**src/rtl/riscv_pkg.sv**
```systemverilog
// Shared constants and state encoding for the multi-cycle RV64I control path.
package riscv_pkg;

    localparam logic [6:0] OP_R   = 7'b0110011;
    localparam logic [6:0] OP_I   = 7'b0010011;
    localparam logic [6:0] OP_LD  = 7'b0000011;
    localparam logic [6:0] OP_SD  = 7'b0100011;
    localparam logic [6:0] OP_BEQ = 7'b1100011;

    localparam logic [1:0] ALUOP_ADD   = 2'b00;
    localparam logic [1:0] ALUOP_SUB   = 2'b01;
    localparam logic [1:0] ALUOP_FUNCT = 2'b10;

    localparam logic [1:0] SRCB_REG    = 2'b00;
    localparam logic [1:0] SRCB_FOUR   = 2'b01;
    localparam logic [1:0] SRCB_IMM    = 2'b10;
    localparam logic [1:0] SRCB_IMM_SH = 2'b11;

    typedef enum logic [3:0] {
        FETCH     = 4'd0,
        DECODE    = 4'd1,
        EXEC_R    = 4'd2,
        EXEC_I    = 4'd3,
        MEM_ADDR  = 4'd4,
        MEM_READ  = 4'd5,
        MEM_WRITE = 4'd6,
        WB_MEM    = 4'd7,
        WB_ALU    = 4'd8,
        BRANCH    = 4'd9
    } ctrl_state_t;

    function automatic logic is_legal_op(input logic [6:0] op);
        return (op == OP_R) || (op == OP_I) || (op == OP_LD) ||
               (op == OP_SD) || (op == OP_BEQ);
    endfunction

endpackage

```
**src/rtl/multicycle_control_if.sv**
```systemverilog
// Shared memory-port handshake between the control FSM and the memory.
interface multicycle_control_if;
    logic mem_req;
    logic mem_we;
    logic i_or_d;
    logic mem_ready;

    modport master (output mem_req, output mem_we, output i_or_d, input mem_ready);
    modport slave  (input mem_req, input mem_we, input i_or_d, output mem_ready);
endinterface

```
**src/rtl/multicycle_control_retire_counter.sv**
```systemverilog
// Retired-instruction counter: synchronous clear, increment on enable, free wrap.
module retire_counter #(
    parameter int COUNT_W = 32
) (
    input  logic               clk,
    input  logic               clr_i,
    input  logic               en_i,
    output logic [COUNT_W-1:0] count_o
);
    logic [COUNT_W-1:0] count_q;

    always_ff @(posedge clk) begin
        if (clr_i)
            count_q <= '0;
        else if (en_i)
            count_q <= count_q + 1'b1;
    end

    assign count_o = count_q;
endmodule

```
**src/rtl/multicycle_control.sv**
```systemverilog
// Multi-cycle sequencer: one memory port shared by fetch and data access,
// per-state strobes for the RV64I datapath, retired-instruction count.
module multicycle_control
    import riscv_pkg::*;
#(
    parameter int COUNT_W = 32
) (
    input  logic                 clk,
    input  logic                 reset,
    input  logic [6:0]           opcode,
    input  logic                 zero,
    multicycle_control_if.master mem,
    output logic                 ir_write,
    output logic                 pc_write,
    output logic                 pc_source,
    output logic                 alu_src_a,
    output logic [1:0]           alu_src_b,
    output logic [1:0]           alu_op,
    output logic                 mem_to_reg,
    output logic                 reg_write,
    output logic                 retire,
    output logic                 illegal,
    output logic [COUNT_W-1:0]   instr_count,
    output logic [3:0]           state_dbg
);
    ctrl_state_t state_q, state_d;

    always_ff @(posedge clk) begin
        if (reset)
            state_q <= FETCH;
        else
            state_q <= state_d;
    end

    // Strobes are held at zero while reset is high so a pending request is
    // dropped immediately rather than waiting for mem_ready.
    always_comb begin
        state_d     = FETCH;
        mem.mem_req = 1'b0;
        mem.mem_we  = 1'b0;
        mem.i_or_d  = 1'b0;
        ir_write    = 1'b0;
        pc_write    = 1'b0;
        pc_source   = 1'b0;
        alu_src_a   = 1'b0;
        alu_src_b   = SRCB_REG;
        alu_op      = ALUOP_ADD;
        mem_to_reg  = 1'b0;
        reg_write   = 1'b0;
        retire      = 1'b0;
        illegal     = 1'b0;
        if (!reset) begin
            case (state_q)
                FETCH: begin
                    mem.mem_req = 1'b1;
                    alu_src_b   = SRCB_FOUR;
                    ir_write    = mem.mem_ready;
                    pc_write    = mem.mem_ready;
                    state_d     = mem.mem_ready ? DECODE : FETCH;
                end
                DECODE: begin
                    alu_src_b = SRCB_IMM_SH;
                    case (opcode)
                        OP_R:         state_d = EXEC_R;
                        OP_I:         state_d = EXEC_I;
                        OP_LD, OP_SD: state_d = MEM_ADDR;
                        OP_BEQ:       state_d = BRANCH;
                        default: begin
                            illegal = 1'b1;
                            state_d = FETCH;
                        end
                    endcase
                end
                EXEC_R: begin
                    alu_src_a = 1'b1;
                    alu_src_b = SRCB_REG;
                    alu_op    = ALUOP_FUNCT;
                    state_d   = WB_ALU;
                end
                EXEC_I: begin
                    alu_src_a = 1'b1;
                    alu_src_b = SRCB_IMM;
                    alu_op    = ALUOP_FUNCT;
                    state_d   = WB_ALU;
                end
                MEM_ADDR: begin
                    alu_src_a = 1'b1;
                    alu_src_b = SRCB_IMM;
                    if (opcode == OP_LD)
                        state_d = MEM_READ;
                    else if (opcode == OP_SD)
                        state_d = MEM_WRITE;
                    else
                        state_d = FETCH;
                end
                MEM_READ: begin
                    mem.mem_req = 1'b1;
                    mem.i_or_d  = 1'b1;
                    state_d     = mem.mem_ready ? WB_MEM : MEM_READ;
                end
                MEM_WRITE: begin
                    mem.mem_req = 1'b1;
                    mem.i_or_d  = 1'b1;
                    mem.mem_we  = 1'b1;
                    retire      = mem.mem_ready;
                    state_d     = mem.mem_ready ? FETCH : MEM_WRITE;
                end
                WB_MEM: begin
                    reg_write  = 1'b1;
                    mem_to_reg = 1'b1;
                    retire     = 1'b1;
                    state_d    = FETCH;
                end
                WB_ALU: begin
                    reg_write = 1'b1;
                    retire    = 1'b1;
                    state_d   = FETCH;
                end
                BRANCH: begin
                    alu_src_a = 1'b1;
                    alu_src_b = SRCB_REG;
                    alu_op    = ALUOP_SUB;
                    pc_source = 1'b1;
                    pc_write  = zero;
                    retire    = 1'b1;
                    state_d   = FETCH;
                end
                default: state_d = FETCH;
            endcase
        end
    end

    retire_counter #(.COUNT_W(COUNT_W)) u_retire_counter (
        .clk     (clk),
        .clr_i   (reset),
        .en_i    (retire),
        .count_o (instr_count)
    );

    assign state_dbg = state_q;
endmodule

```
**src/flat_wrapper.sv**
```systemverilog
// flat-port wrapper written by rule: the top's interface ports become plain ports
module multicycle_control_flat import riscv_pkg::*;
#(
    parameter int COUNT_W = 32
)
  (clk, reset, opcode, zero, ir_write, pc_write, pc_source, alu_src_a, alu_src_b, alu_op, mem_to_reg, reg_write, retire, illegal, instr_count, state_dbg, mem_mem_req, mem_mem_we, mem_i_or_d, mem_mem_ready);
  multicycle_control_if mem_i ();
  input  logic clk;
  input  logic reset;
  input  logic [6:0] opcode;
  input  logic zero;
  output logic ir_write;
  output logic pc_write;
  output logic pc_source;
  output logic alu_src_a;
  output logic [1:0] alu_src_b;
  output logic [1:0] alu_op;
  output logic mem_to_reg;
  output logic reg_write;
  output logic retire;
  output logic illegal;
  output logic [COUNT_W-1:0] instr_count;
  output logic [3:0] state_dbg;
  output wire logic [$bits(mem_i.mem_req)-1:0] mem_mem_req;
  output wire logic [$bits(mem_i.mem_we)-1:0] mem_mem_we;
  output wire logic [$bits(mem_i.i_or_d)-1:0] mem_i_or_d;
  input wire logic [$bits(mem_i.mem_ready)-1:0] mem_mem_ready;
  assign mem_mem_req = mem_i.mem_req;
  assign mem_mem_we = mem_i.mem_we;
  assign mem_i_or_d = mem_i.i_or_d;
  assign mem_i.mem_ready = mem_mem_ready;
  multicycle_control #(.COUNT_W(COUNT_W)) u_core (.clk(clk), .reset(reset), .opcode(opcode), .zero(zero), .mem(mem_i), .ir_write(ir_write), .pc_write(pc_write), .pc_source(pc_source), .alu_src_a(alu_src_a), .alu_src_b(alu_src_b), .alu_op(alu_op), .mem_to_reg(mem_to_reg), .reg_write(reg_write), .retire(retire), .illegal(illegal), .instr_count(instr_count), .state_dbg(state_dbg));
endmodule
```
**config.mk**
```make
export PLATFORM = sky130hd
export DESIGN_NAME = multicycle_control_flat
export DESIGN_NICKNAME = d
export VERILOG_FILES = /design/src/rtl/riscv_pkg.sv /design/src/rtl/multicycle_control_if.sv /design/src/rtl/multicycle_control_retire_counter.sv /design/src/rtl/multicycle_control.sv /design/src/flat_wrapper.sv
export SDC_FILE = /design/constraint.sdc
export NUM_CORES = 1
export LEC_CHECK = 0
export ABC_CLOCK_PERIOD_IN_PS = 2700
export BUFFER_PORTS_ARGS = -buffer_cell sky130_fd_sc_hd__buf_4
export CORE_MARGIN = 2
export CORE_UTILIZATION = 39
export CTS_BUF_LIST = sky130_fd_sc_hd__clkbuf_2 sky130_fd_sc_hd__clkbuf_4 sky130_fd_sc_hd__clkbuf_8
export DETAILED_ROUTE_END_ITERATION = 8
export PLACE_DENSITY = 0.74
export SYNTH_ARGS = -nofsm -noshare
export SYNTH_HDL_FRONTEND = slang
export SYNTH_HIERARCHICAL = 1
export SYNTH_SLANG_ARGS = --single-unit
```
**constraint.sdc**
```tcl
create_clock -name clk -period 2.7 [get_ports clk]
set_input_delay 0.27 -clock clk [delete_from_list [all_inputs] [get_ports clk]]
set_output_delay 0.27 -clock clk [all_outputs]
set_load 0.01 [all_outputs]
```
# Word-level counts from Yosys, hierarchy flattened
# Cells that the tools add are included.
# W data, S select, Z words.
# classes
div	0
bitwise	0
order_cmp	0
n_addsub	1
mul	0
n_reduce_logical	10
n_eq_ne	14
muxes	34
shift	0
# op_table
cell	count
$add A32 B1 Y32 const B	1
$pmux W4 S6	1
$mux W1	22
$eq A4 B3 Y1 const B	4
$pmux W4 S4	1
$eq A7 B6 Y1 const B	2
$reduce_or A2 Y1	5
$eq A4 B2 Y1 const B	2
$eq A4 B4 Y1 const B	2
$eq A7 B2 Y1 const B	1
$eq A7 B5 Y1 const B	1
$eq A7 B7 Y1 const B	1
$mux W2	3
$mux W3	2
$pmux W2 S3	1
$reduce_or A3 Y1	2
$reduce_or A5 Y1	1
$eq A4 B1 Y1 const B	1
$logic_not A4 Y1	1
$mux W4	1
$pmux W1 S2	2
$pmux W2 S2	1
$reduce_or A4 Y1	1
# word_totals
register_bits	36
memories	0
ramBits	0
word_cells	61
out_inout_bits	51
mem_bits_ro	0
latchBits	0
in_bits	11

# Longest topological paths before layout
# Gate-level depths: netlist (run 1).
# logic_depth
ltp_word	5
depth_mapped	11
ltp_nobuf	8

# Hierarchy
# The synthesis (run 1) kept the hierarchy.
# modules_own_cells
module	instances	cells_each	area_per_inst_um2	seq_area_each_um2
retire_counter	1	181	1564.0	640.6
multicycle_control	1	77	530.5	80.1

# Worst setup path before layout (run 1)
# Ideal clock, no wire load.
# synth_path
path_kind	register -> register
startpoint	reg u_core.state_q[2] (netlist: u_core/state_dbg[2])
endpoint	reg u_core.u_retire_counter.count_q[27] (netlist: u_core/u_retire_counter/count_o[27])
setup_ns	0.121
required_ns	2.579
slack_ns	0.082
arrival_time_ns	2.497
stages_incl_launch_ff	12
synth_period_minus_slack_ns	2.618
n_path_buf	3
path_cell_list	dfxtp_1 > buf_6 > and2b_1 > o211ai_1 > o21a_1 > nor2_1 > buf_2 > and4_1 > buf_2 > nand4_1 > nor3b_1 > mux2_2
# synth_between
elab_chain_len	4
elab_cells_between_ends	7
classes_between	eq/ne: 4; mux: 2; reduce/logical: 1
# synth_rtl
item	line_no	text
start, declared	multicycle_control.sv:26	ctrl_state_t state_q, state_d;
start signal, assigned	multicycle_control.sv:32	state_q <= state_d;
$eq A4 B3 Y1 or $eq A4 B4 Y1 (tied branches)	multicycle_control.sv:53	case (state_q)
$reduce_or A3 Y1 (no source line)	--	
$pmux W1 S2 *	multicycle_control.sv:53	
$mux W1 *	multicycle_control.sv:52	if (!reset) begin
named net retire	flat_wrapper.sv:20	output logic retire;
end signal, assigned	multicycle_control_retire_counter.sv:16	count_q <= count_q + 1'b1;
end, declared	multicycle_control_retire_counter.sv:10	logic [COUNT_W-1:0] count_q;
# Mark *: on every way through the listed nets, which the timed path passes. The rest lies on a longest branch.
# A chain may end at the register's enable or synchronous reset.

# Worst setup path in the final report (run 1)
# layout_path
startpoint	reg u_core.state_q[3] (netlist: u_core/state_dbg[3])
endpoint	reg u_core.u_retire_counter.count_q[31] (netlist: u_core/u_retire_counter/count_o[31])
# layout_between
elab_chain_len	4
elab_cells_between_ends	7
classes_between	eq/ne: 4; mux: 2; reduce/logical: 1
# layout_rtl
item	line_no
$eq A4 B3 Y1 or $eq A4 B4 Y1 (tied branches)	multicycle_control.sv:53
$reduce_or A3 Y1 (no source line)	--
$pmux W1 S2 *	multicycle_control.sv:53
$mux W1 *	multicycle_control.sv:52
# Mark *: on every way between the ends. The rest lies on a longest branch, timed or not.

==> results_dict.tcl, run 1 <==
set metrics [dict create \
    wl_microns 4980 \
    ys_ff_latch 36 \
    power_leakage_nw 1.09 \
    grt_max_degree 56 \
    ff2ff_setup_slack_ps 290 \
    wl_per_cell_microns 12.9 \
    cp-end-kind "flip-flop" \
    p_per_area_nw_per_um2 360 \
    switching_power_mw 0.219 \
    syn_nets 270 \
    syn_inst 258 \
    ant_nets 0 \
    clockBufferDepth 2 \
    multiInputGateArea_sq_um 1270 \
    cp-startpoint "u_core/state_dbg[3]" \
    worst_pin_slew_ps 540 \
    core_sq_um 5140 \
    std_cell_rows 26 \
    cp_data_arrival_time_ps 2580 \
    htreeDepth 2 \
    netlist_top_cells_area "dfxtp_1 (34%), nor2_1 (6.5%), mux2_2 (4.8%), nor3_1 (4.3%), xor2_1 (4.2%)" \
    post-route-period-util 0.892 \
    cts_made_buffers 5 \
    initial_core_util 0.407 \
    root_buffer "clkbuf_8" \
    yosysWarnings 6 \
    hp-class "in -> reg" \
    clock_latency_ps 280 \
    critical_path_class "reg -> reg" \
    synth_ff_type "dfxtp_1" \
    relSlewSlack 0.640 \
    vias 2059 \
    fin_worst_skew_ps 3.39 \
    outcome "completed" \
    seq_area_sq_um 722 \
    antennaDiodeCount 0 \
    seqPwrFrac 0.552 \
    setup.worst_path.end "u_core/u_retire_counter/count_o[31]" \
    power_mw 0.964 \
    gp_congestion 0.824 \
    synthArstFlopShare 0 \
    grt_use_total 0.169 \
    antenna_found_initial 0 \
    place_hpwl_microns 3530 \
    clock_sinks 36 \
    setup_tns_ps 0 \
    fmax_mhz 415 \
    portBuffers 61 \
    synth_top_area_cell "dfxtp_1" \
    r2r-start "u_core/state_dbg[3]" \
    rsz0062_at_grt "false" \
    die_area_sq_um 5970 \
    p_sw_frac 0.227 \
    period_needed_ps 2410 \
    reg2regPathDepth 8 \
    synth_top_area_frac 0.344 \
    die_w_microns 77.3 \
    hold_viol 0 \
    drive_gt1_frac 0.288 \
    cts_tree "yes" \
    finalSetupViolations 0 \
    p_comb_frac 0.069 \
    worst_ir_drop_vdd_uv 171 \
    synth_area_per_cell_sq_um 8.12 \
    firstDrtPassIters 4 \
    ys_seq_area_frac 0.344 \
    nFillCells 513 \
    initialDrtViolationCount 138 \
    grt_pass1_wl_microns 8380 \
    slew_violations 0 \
    timing.rr.end "u_core/u_retire_counter/count_o[31]" \
    routed_via_density 5.33 \
    p_clk_frac 0.379 \
    p_int_mw 0.746 \
    clkTransAtPathRegs_ps 70 \
    final_nets 328 \
    synth_cell_type_count 49 \
    io_pins 62 \
    area_growth_pct 27.9 \
    drc 0 \
    grt_pass1_vias 1791 \
    synth_edf_count 0 \
    cap_violations 0 \
    crit_path_start_kind "flip-flop" \
    grt_overflow_total 0 \
    crit_fanout 12 \
    die_h_microns 77.3 \
    cp.required_ps 2870 \
    syn_area_sq_um 2090 \
]
## power by group through the flow
stage	Clock (mW)	Combinational, mW	Sequential [mW]
2_1_floorplan	0	0.0340	0.545
3_3_place_gp	0	0.0657	0.544
3_5_place_dp	0	0.0663	0.544
4_1_cts	0.377	0.0664	0.532
5_1_grt	0.404	0.0736	0.532
6_report	0.366	0.0664	0.532
## per-stage QoR
stage	instances	utilization	cell area, sq um	hold slack [ps]	setup slack (ps)
floorplan	258	-	2090	433	82.0
global placement	378	0.504	2590	495	227
detailed placement	378	0.504	2590	508	138
CTS	385	0.519	2670	284	115
global route	386	0.521	2680	306	57.6
finish	386	0.521	2680	295	292
## state kept, by name, indices dropped and copies added, names as in the netlist
register and cells:
u_core/state_dbg 4, u_core/u_retire_counter/count_o 32
## cells in the mapped netlist (2+ instances only)
cell       n
nand4_1   12
a21o_1     4
or2b_1     2
nor2b_1   10
xnor2_1    4
xor2_1    10
inv_1      5
or3_1      5
o21ai_0    7
buf_6      3
dfxtp_1   36
nand2b_1   6
nor3_1    18
buf_2      5
and4_1     3
o31ai_1    3
and2b_1    2
nor3b_1    2
or4_1      3
nor2_1    36
clkbuf_1   7
mux2_1     2
and2_1     2
mux2_2     9
a21oi_1   13
mux2i_1    2
nor4_1     2
and3_1     3
nand3_1   11
nand2_1   12
## cells in the final DEF, fill, tap and decap left out, types with 3 or more instances in the layout
cell | Yosys | routed
buf_4 | 0 | 67
nor2_1 | 36 | 36
dfxtp_1 | 36 | 35
nor3_1 | 18 | 18
a21oi_1 | 13 | 13
nand2_1 | 12 | 12
nand4_1 | 12 | 12
nand3_1 | 11 | 11
xor2_1 | 10 | 10
nor2b_1 | 10 | 10
mux2_2 | 9 | 9
o21ai_0 | 7 | 7
nand2b_1 | 6 | 6
clkbuf_8 | 0 | 5
or3_1 | 5 | 5
inv_1 | 5 | 5
a21o_1 | 4 | 4
xnor2_1 | 4 | 4
and3_1 | 3 | 3
and4_1 | 3 | 3
o31ai_1 | 3 | 3
or4_1 | 3 | 3
## logic make-up (layout without fill, tap and decap cells)
group                      after synthesis  in the layout  synth area share
muxes                                   13             13            0.0687
xor gates and xnor gates                14             14            0.0585
and+or+nand+nor                        138            138             0.367
DFF                                     36             36             0.344
adders and majority gates                1              1           0.00597
buffers and inverters                   21             79            0.0514
AOI/OAI and AO/OA                       35             35             0.104
## worst max-delay path: stages, from the launching register on
cell and delay [ps]:
dfxtp_2 380, and2b_1 260, o211ai_1 100, o21a_1 110
nor2_1 120, and4_1 380, nand4_1 320, nor4_4 290
mux2_1 340
## cell type report
| cell class | count | area share |
|---|---|---|
| Timing Repair Buffer | 67 | 0.188 |
| Sequential cell | 36 | 0.270 |
| Tap cell | 70 | 0.0327 |
| Clock inverter | 1 | 0.00187 |
| Inverter | 5 | 0.00701 |
| Multi-Input combinational cell | 201 | 0.473 |
| Clock buffer | 6 | 0.0285 |
## repair_timing
| action | in CTS | in global routing |
|---|---|---|
| hold buffers | 0 | 0 |
| resized for setup | 0 | 1 |
| buffers inserted | 0 | 1 |
| setup endpoints to repair | 0 | 10 |
## routing by layer
metal | track usage | share of wire
met1 | 0.237 | 0.48
met3 | 0.0529 | 0.071
met4 | 0.0446 | 0.0062
met5 | 0 | 0
met2 | 0.252 | 0.44
## how the worst min path moves through the flow
stage | start | end | slack [ps] | depth (start not counted)
after CTS | opcode[4] | u_core/state_dbg[2] | 280 | 4
after global placement | u_core/u_retire_counter/count_o[22] | u_core/u_retire_counter/count_o[22] | 490 | 2
after floorplan | opcode[4] | u_core/state_dbg[0] | 430 | 2
after detailed placement | u_core/u_retire_counter/count_o[22] | u_core/u_retire_counter/count_o[22] | 510 | 2
after global routing | opcode[4] | u_core/state_dbg[0] | 310 | 3
final | opcode[4] | u_core/state_dbg[2] | 300 | 4
(Power assumes the default switching activity.)
==> run 2: changes to the inputs <==
- CORE_UTILIZATION: 39 -> 40
- PLACE_DENSITY: 0.74 -> 0.75
==> results_dict.tcl, run 2 (same netlist as run 1, synthesis figures left out) <==
set metrics [dict create \
    outcome "completed" \
    worst_ir_drop_vdd_uv 281 \
    portBuffers 61 \
    final_util 0.543 \
    cp-end-kind "flip-flop" \
    hold_viol 0 \
    die_w_microns 76.4 \
    post-route-period-util 0.920 \
    dp_slack_ps 167 \
    firstDrtPassIters 5 \
    fin_area_sq_um 2760 \
    clock_latency_ps 290 \
    period_needed_ps 2480 \
    fmax_mhz 403 \
    std_cell_rows 26 \
    p_int_mw 1.02 \
    worst_pin_slew_ps 527 \
    seqPwrFrac 0.423 \
    p_clk_frac 0.524 \
    wl_per_cell_microns 13.0 \
    rsz0062_at_grt "false" \
    core_sq_um 5070 \
    crit_fanout 12 \
    clkTransAtPathRegs_ps 80 \
    mostFrequentLayoutCells "buf_4 (67), nor2_1 (36), dfxtp_1 (35), nor3_1 (18), a21oi_1 (13)" \
    fin_worst_skew_ps 9.44 \
    slew_violations 0 \
    grt_pass1_vias 1849 \
    area_growth_pct 31.6 \
    nFillCells 480 \
    vias 2034 \
    ant_nets 0 \
    wl_microns 5040 \
    io_pins 62 \
    ff2ff_setup_slack_ps 220 \
    cp_data_arrival_time_ps 2670 \
    p_comb_frac 0.053 \
    initial_core_util 0.413 \
    seq_area_sq_um 722 \
    antennaDiodeCount 0 \
    setup_slack_ps 217 \
    relSlewSlack 0.648 \
    routed_via_density 5.26 \
    finalSetupViolations 0 \
    critical_path_class "reg -> reg" \
    root_buffer "clkbuf_8" \
    drive_gt1_frac 0.290 \
    place_hpwl_microns 3510 \
    grt_max_degree 56 \
    cap_violations 0 \
    gp_congestion 0.837 \
    multiInputGateArea_sq_um 1270 \
    die_h_microns 76.4 \
    clock_sinks 36 \
    cp.required_ps 2890 \
    grt_pass1_wl_microns 8600 \
    largest_reg_flops 32 \
    htreeDepth 2 \
    final_common_cell "buf_4" \
    cts_tree "yes" \
    post_dp_cell_area_sq_um 2590 \
    grt_overflow_total 0 \
    cts_made_buffers 5 \
    final_nets 328 \
    power_leakage_nw 1.12 \
    switching_power_mw 0.236 \
    grt_use_total 0.177 \
    p_sw_frac 0.187 \
    antenna_found_initial 0 \
    setup_tns_ps 0 \
    crit_path_start_kind "flip-flop" \
    hp-class "in -> reg" \
    die_area_sq_um 5830 \
    drc 0 \
    clockBufferDepth 2 \
    p_per_area_nw_per_um2 456 \
    initialDrtViolationCount 173 \
]
-- run 2: cell count changes in the layout (fill, tap and decap cells not counted) --
cell,change
bufinv_16,+3
clkbuf_4,-1
clkinv_2,-1
-- run 2: per-layer routing --
layer | track usage | up-vias | part of all wire
met3 | 0.0509 | 2 | 0.069
met1 | 0.233 | 938 | 0.46
met4 | 0.0418 | 0 | 0.0030
li1 | - | 1033 | -
met2 | 0.286 | 61 | 0.46
met5 | 0 | - | 0
-- run 2: final timing paths --
kind	to	depth (start not counted)	start
hold reg to reg	u_core/u_retire_counter/count_o[22]	2	u_core/u_retire_counter/count_o[22]
setup / recovery	u_core/u_retire_counter/count_o[27]	8	u_core/state_dbg[3]
hold / removal	u_core/state_dbg[2]	4	opcode[4]
setup reg to reg	u_core/u_retire_counter/count_o[27]	8	u_core/state_dbg[3]
-- run 2: timing repair --
item                                   in CTS  in global routing
setup buffers                               0                  1
hold buffers                                0                  0
gates resized for setup                     0                  1
setup endpoints to repair                   0                 10
endpoints found under the hold margin       0                  0
-- run 2: critical path: stages (launching register included) --
cell	delay, ps
dfxtp_2	380
and2b_1	260
o211ai_1	100
o21a_1	110
nor2_1	120
and4_1	390
nand4_1	350
nor3b_1	310
mux2_2	350
-- run 2: stage by stage --
step	cells	power, mW	hold slack [ps]
3_5_place_dp	378	0.610	501
2_1_floorplan	258	0.579	433
3_3_place_gp	378	0.610	492
6_report	387	1.26	296
5_1_grt	387	1.30	300
4_1_cts	386	1.27	282
-- run 2: area by class of cell --
type	count	share of cell area
clock buffers	5	0.0250
clock inverters	3	0.0327
inverters	5	0.00681
multi-input cells	201	0.459
flip-flops and latches	36	0.262
well taps	70	0.0318
repair buffers	67	0.182
-- run 2: power groups by stage --
stage	Clock [mW]	Combinational (mW)	Sequential [mW]
final	0.660	0.0662	0.532
after global routing	0.698	0.0741	0.532
after CTS	0.669	0.0661	0.532
after detailed placement	0	0.0659	0.544
after global placement	0	0.0656	0.544
after floorplan	0	0.0340	0.545
==> run 3: changes to the inputs <==
- ABC_CLOCK_PERIOD_IN_PS: 2700 -> 2400
- REMOVE_ABC_BUFFERS: default -> 1
- clock period: 2.7 -> 2.4 ns (I/O delays scaled with it)
==> results_dict.tcl, run 3 (same netlist as run 1, synthesis figures left out) <==
set metrics [dict create \
    outcome "completed" \
    fmax_mhz 446 \
    power_leakage_nw 1.12 \
    hp-class "in -> reg" \
    grt_overflow_total 0 \
    cts_tree "yes" \
    worst_pin_slew_ps 350 \
    die_w_microns 76.4 \
    place_hpwl_microns 3680 \
    fin_area_sq_um 2740 \
    switching_power_mw 0.256 \
    hold_path_depth 4 \
    final_util 0.539 \
    clock_latency_ps 290 \
    whs_ps 247 \
    wl_microns 5020 \
    relSlewSlack 0.766 \
    area_growth_pct 30.7 \
    grt_util_met2 0.283 \
    post_dp_cell_area_sq_um 2600 \
    grt_max_degree 38 \
    grt_pass1_wl_microns 8400 \
    r2r-start "u_core/state_dbg[3]" \
    crit_chain "and2b_1 > o211ai_1 > o21a_1 > nor2_1 > and4_1 > buf_4 > nand3_1 > nor4_2 > mux2_2" \
    firstDrtPassIters 4 \
    final_nets 331 \
    cp.required_ps 2580 \
    core_sq_um 5070 \
    worst-path-buf-inv 1 \
    hold_viol 0 \
    cp-end-kind "flip-flop" \
    clkTransAtPathRegs_ps 80 \
    mostFrequentLayoutCells "buf_4 (70), nor2_1 (36), dfxtp_1 (35), nor3_1 (18), a21oi_1 (13)" \
    crit_family "simple AND/OR/NAND/NOR gates" \
    vias 2078 \
    min_from "opcode[4]" \
    die_h_microns 76.4 \
    ant_nets 0 \
    finalSetupViolations 0 \
    grtUsageMet3 0.0486 \
    p_int_mw 0.950 \
    clock_sinks 36 \
    hold_path_end "u_core/state_dbg[2]" \
    worst_ir_drop_vdd_uv 407 \
    layoutNonFillerInstCount 390 \
    slew_violations 0 \
    drive_gt1_frac 0.300 \
    initialDrtViolationCount 91 \
    p_clk_frac 0.441 \
    reg2regPathDepth 9 \
    grt_use_total 0.171 \
    clockBufferDepth 2 \
    ff2ff_setup_slack_ps 160 \
    grt_pass1_vias 1860 \
    gp_congestion 0.837 \
    grtUsageMet1 0.220 \
    final_common_cell "buf_4" \
    wl_per_cell_microns 12.9 \
    crit_path_start_kind "flip-flop" \
    critical_path_class "reg -> reg" \
    seqPwrFrac 0.496 \
    p_sw_frac 0.212 \
    crit_fanout 7 \
    routed_via_density 5.33 \
    die_area_sq_um 5830 \
    largest_reg_flops 32 \
    initial_core_util 0.413 \
    p_comb_frac 0.062 \
    cp_data_arrival_time_ps 2420 \
    slowest_stage "dfxtp_1" \
    drc 0 \
    cts_made_buffers 5 \
    period_needed_ps 2240 \
    post-route-period-util 0.935 \
    io_pins 62 \
    dp.cells 380 \
    slowest_delay_ps 360 \
    power_mw 1.21 \
    cap_violations 0 \
    fin_worst_skew_ps 9.23 \
    htreeDepth 2 \
    antenna_found_initial 0 \
    std_cell_rows 26 \
    busiest_layer "met2" \
    portBuffers 61 \
    p_per_area_nw_per_um2 440 \
    antennaDiodeCount 0 \
    timing.rr.end "u_core/u_retire_counter/count_o[19]" \
    root_buffer "clkbuf_8" \
]
run 3: cell types whose count changed in the layout (fill, tap and decap cells not counted), sizes merged:
cell    change
clkbuf      +1
bufinv      -2
clkinv      +1
buf         +3
run 3: routing by layer:
metal	part of all wire	up-vias	wire length, microns
li1	-	1042	-
met1	0.46	969	2290
met2	0.47	61	2350
met3	0.063	6	315
met4	0.012	0	59
met5	0	-	0
run 3: timing repair:
item                                    in CTS  in global routing
setup buffers                                0                  2
endpoints found under the setup margin       0                  9
hold buffers                                 0                  0
gates resized for setup                      0                  2
run 3: worst max-delay path by stage:
| stage | slack (ps) | startpoint | endpoint | cells after the start |
|---|---|---|---|---|
| after floorplan | -400 | u_core/state_dbg[2] | u_core/u_retire_counter/count_o[27] | 8 |
| after global placement | 240 | u_core/state_dbg[3] | u_core/u_retire_counter/count_o[27] | 8 |
| after detailed placement | 160 | u_core/state_dbg[2] | u_core/u_retire_counter/count_o[19] | 9 |
| after CTS | 140 | u_core/state_dbg[2] | u_core/u_retire_counter/count_o[19] | 9 |
| after global routing | -20 | u_core/state_dbg[3] | u_core/u_retire_counter/count_o[19] | 9 |
| final | 160 | u_core/state_dbg[3] | u_core/u_retire_counter/count_o[19] | 9 |
run 3: area by class of cell:
class | instances | area (sq um)
fillers | 499 | 2340
multi-input cells | 201 | 1270
flip-flops and latches | 36 | 722
repair buffers | 70 | 526
well taps | 70 | 87.6
clock buffers | 6 | 76.3
clock inverters | 2 | 35.0
inverters | 5 | 18.8
run 3: power by group through the flow:
stage,registers [mW],clock network (mW),logic (mW)
6_report,0.598,0.532,0.0749
5_1_grt,0.598,0.572,0.0819
4_1_cts,0.598,0.546,0.0750
3_5_place_dp,0.612,0,0.0746
3_3_place_gp,0.612,0,0.0737
2_1_floorplan,0.615,0,0.0261
run 3: tightest hold or removal path, cell delays in order:
cell and delay, ps:
buf_4 110, a21oi_1 40, nand2_1 50, a21oi_1 50
run 3: stage by stage:
stage          worst slack (ps)  TNS (ps)
2_1_floorplan              -403     -5310
3_5_place_dp                158         0
3_3_place_gp                239         0
5_1_grt                   -24.3     -24.3
4_1_cts                     138         0
6_report                    157         0
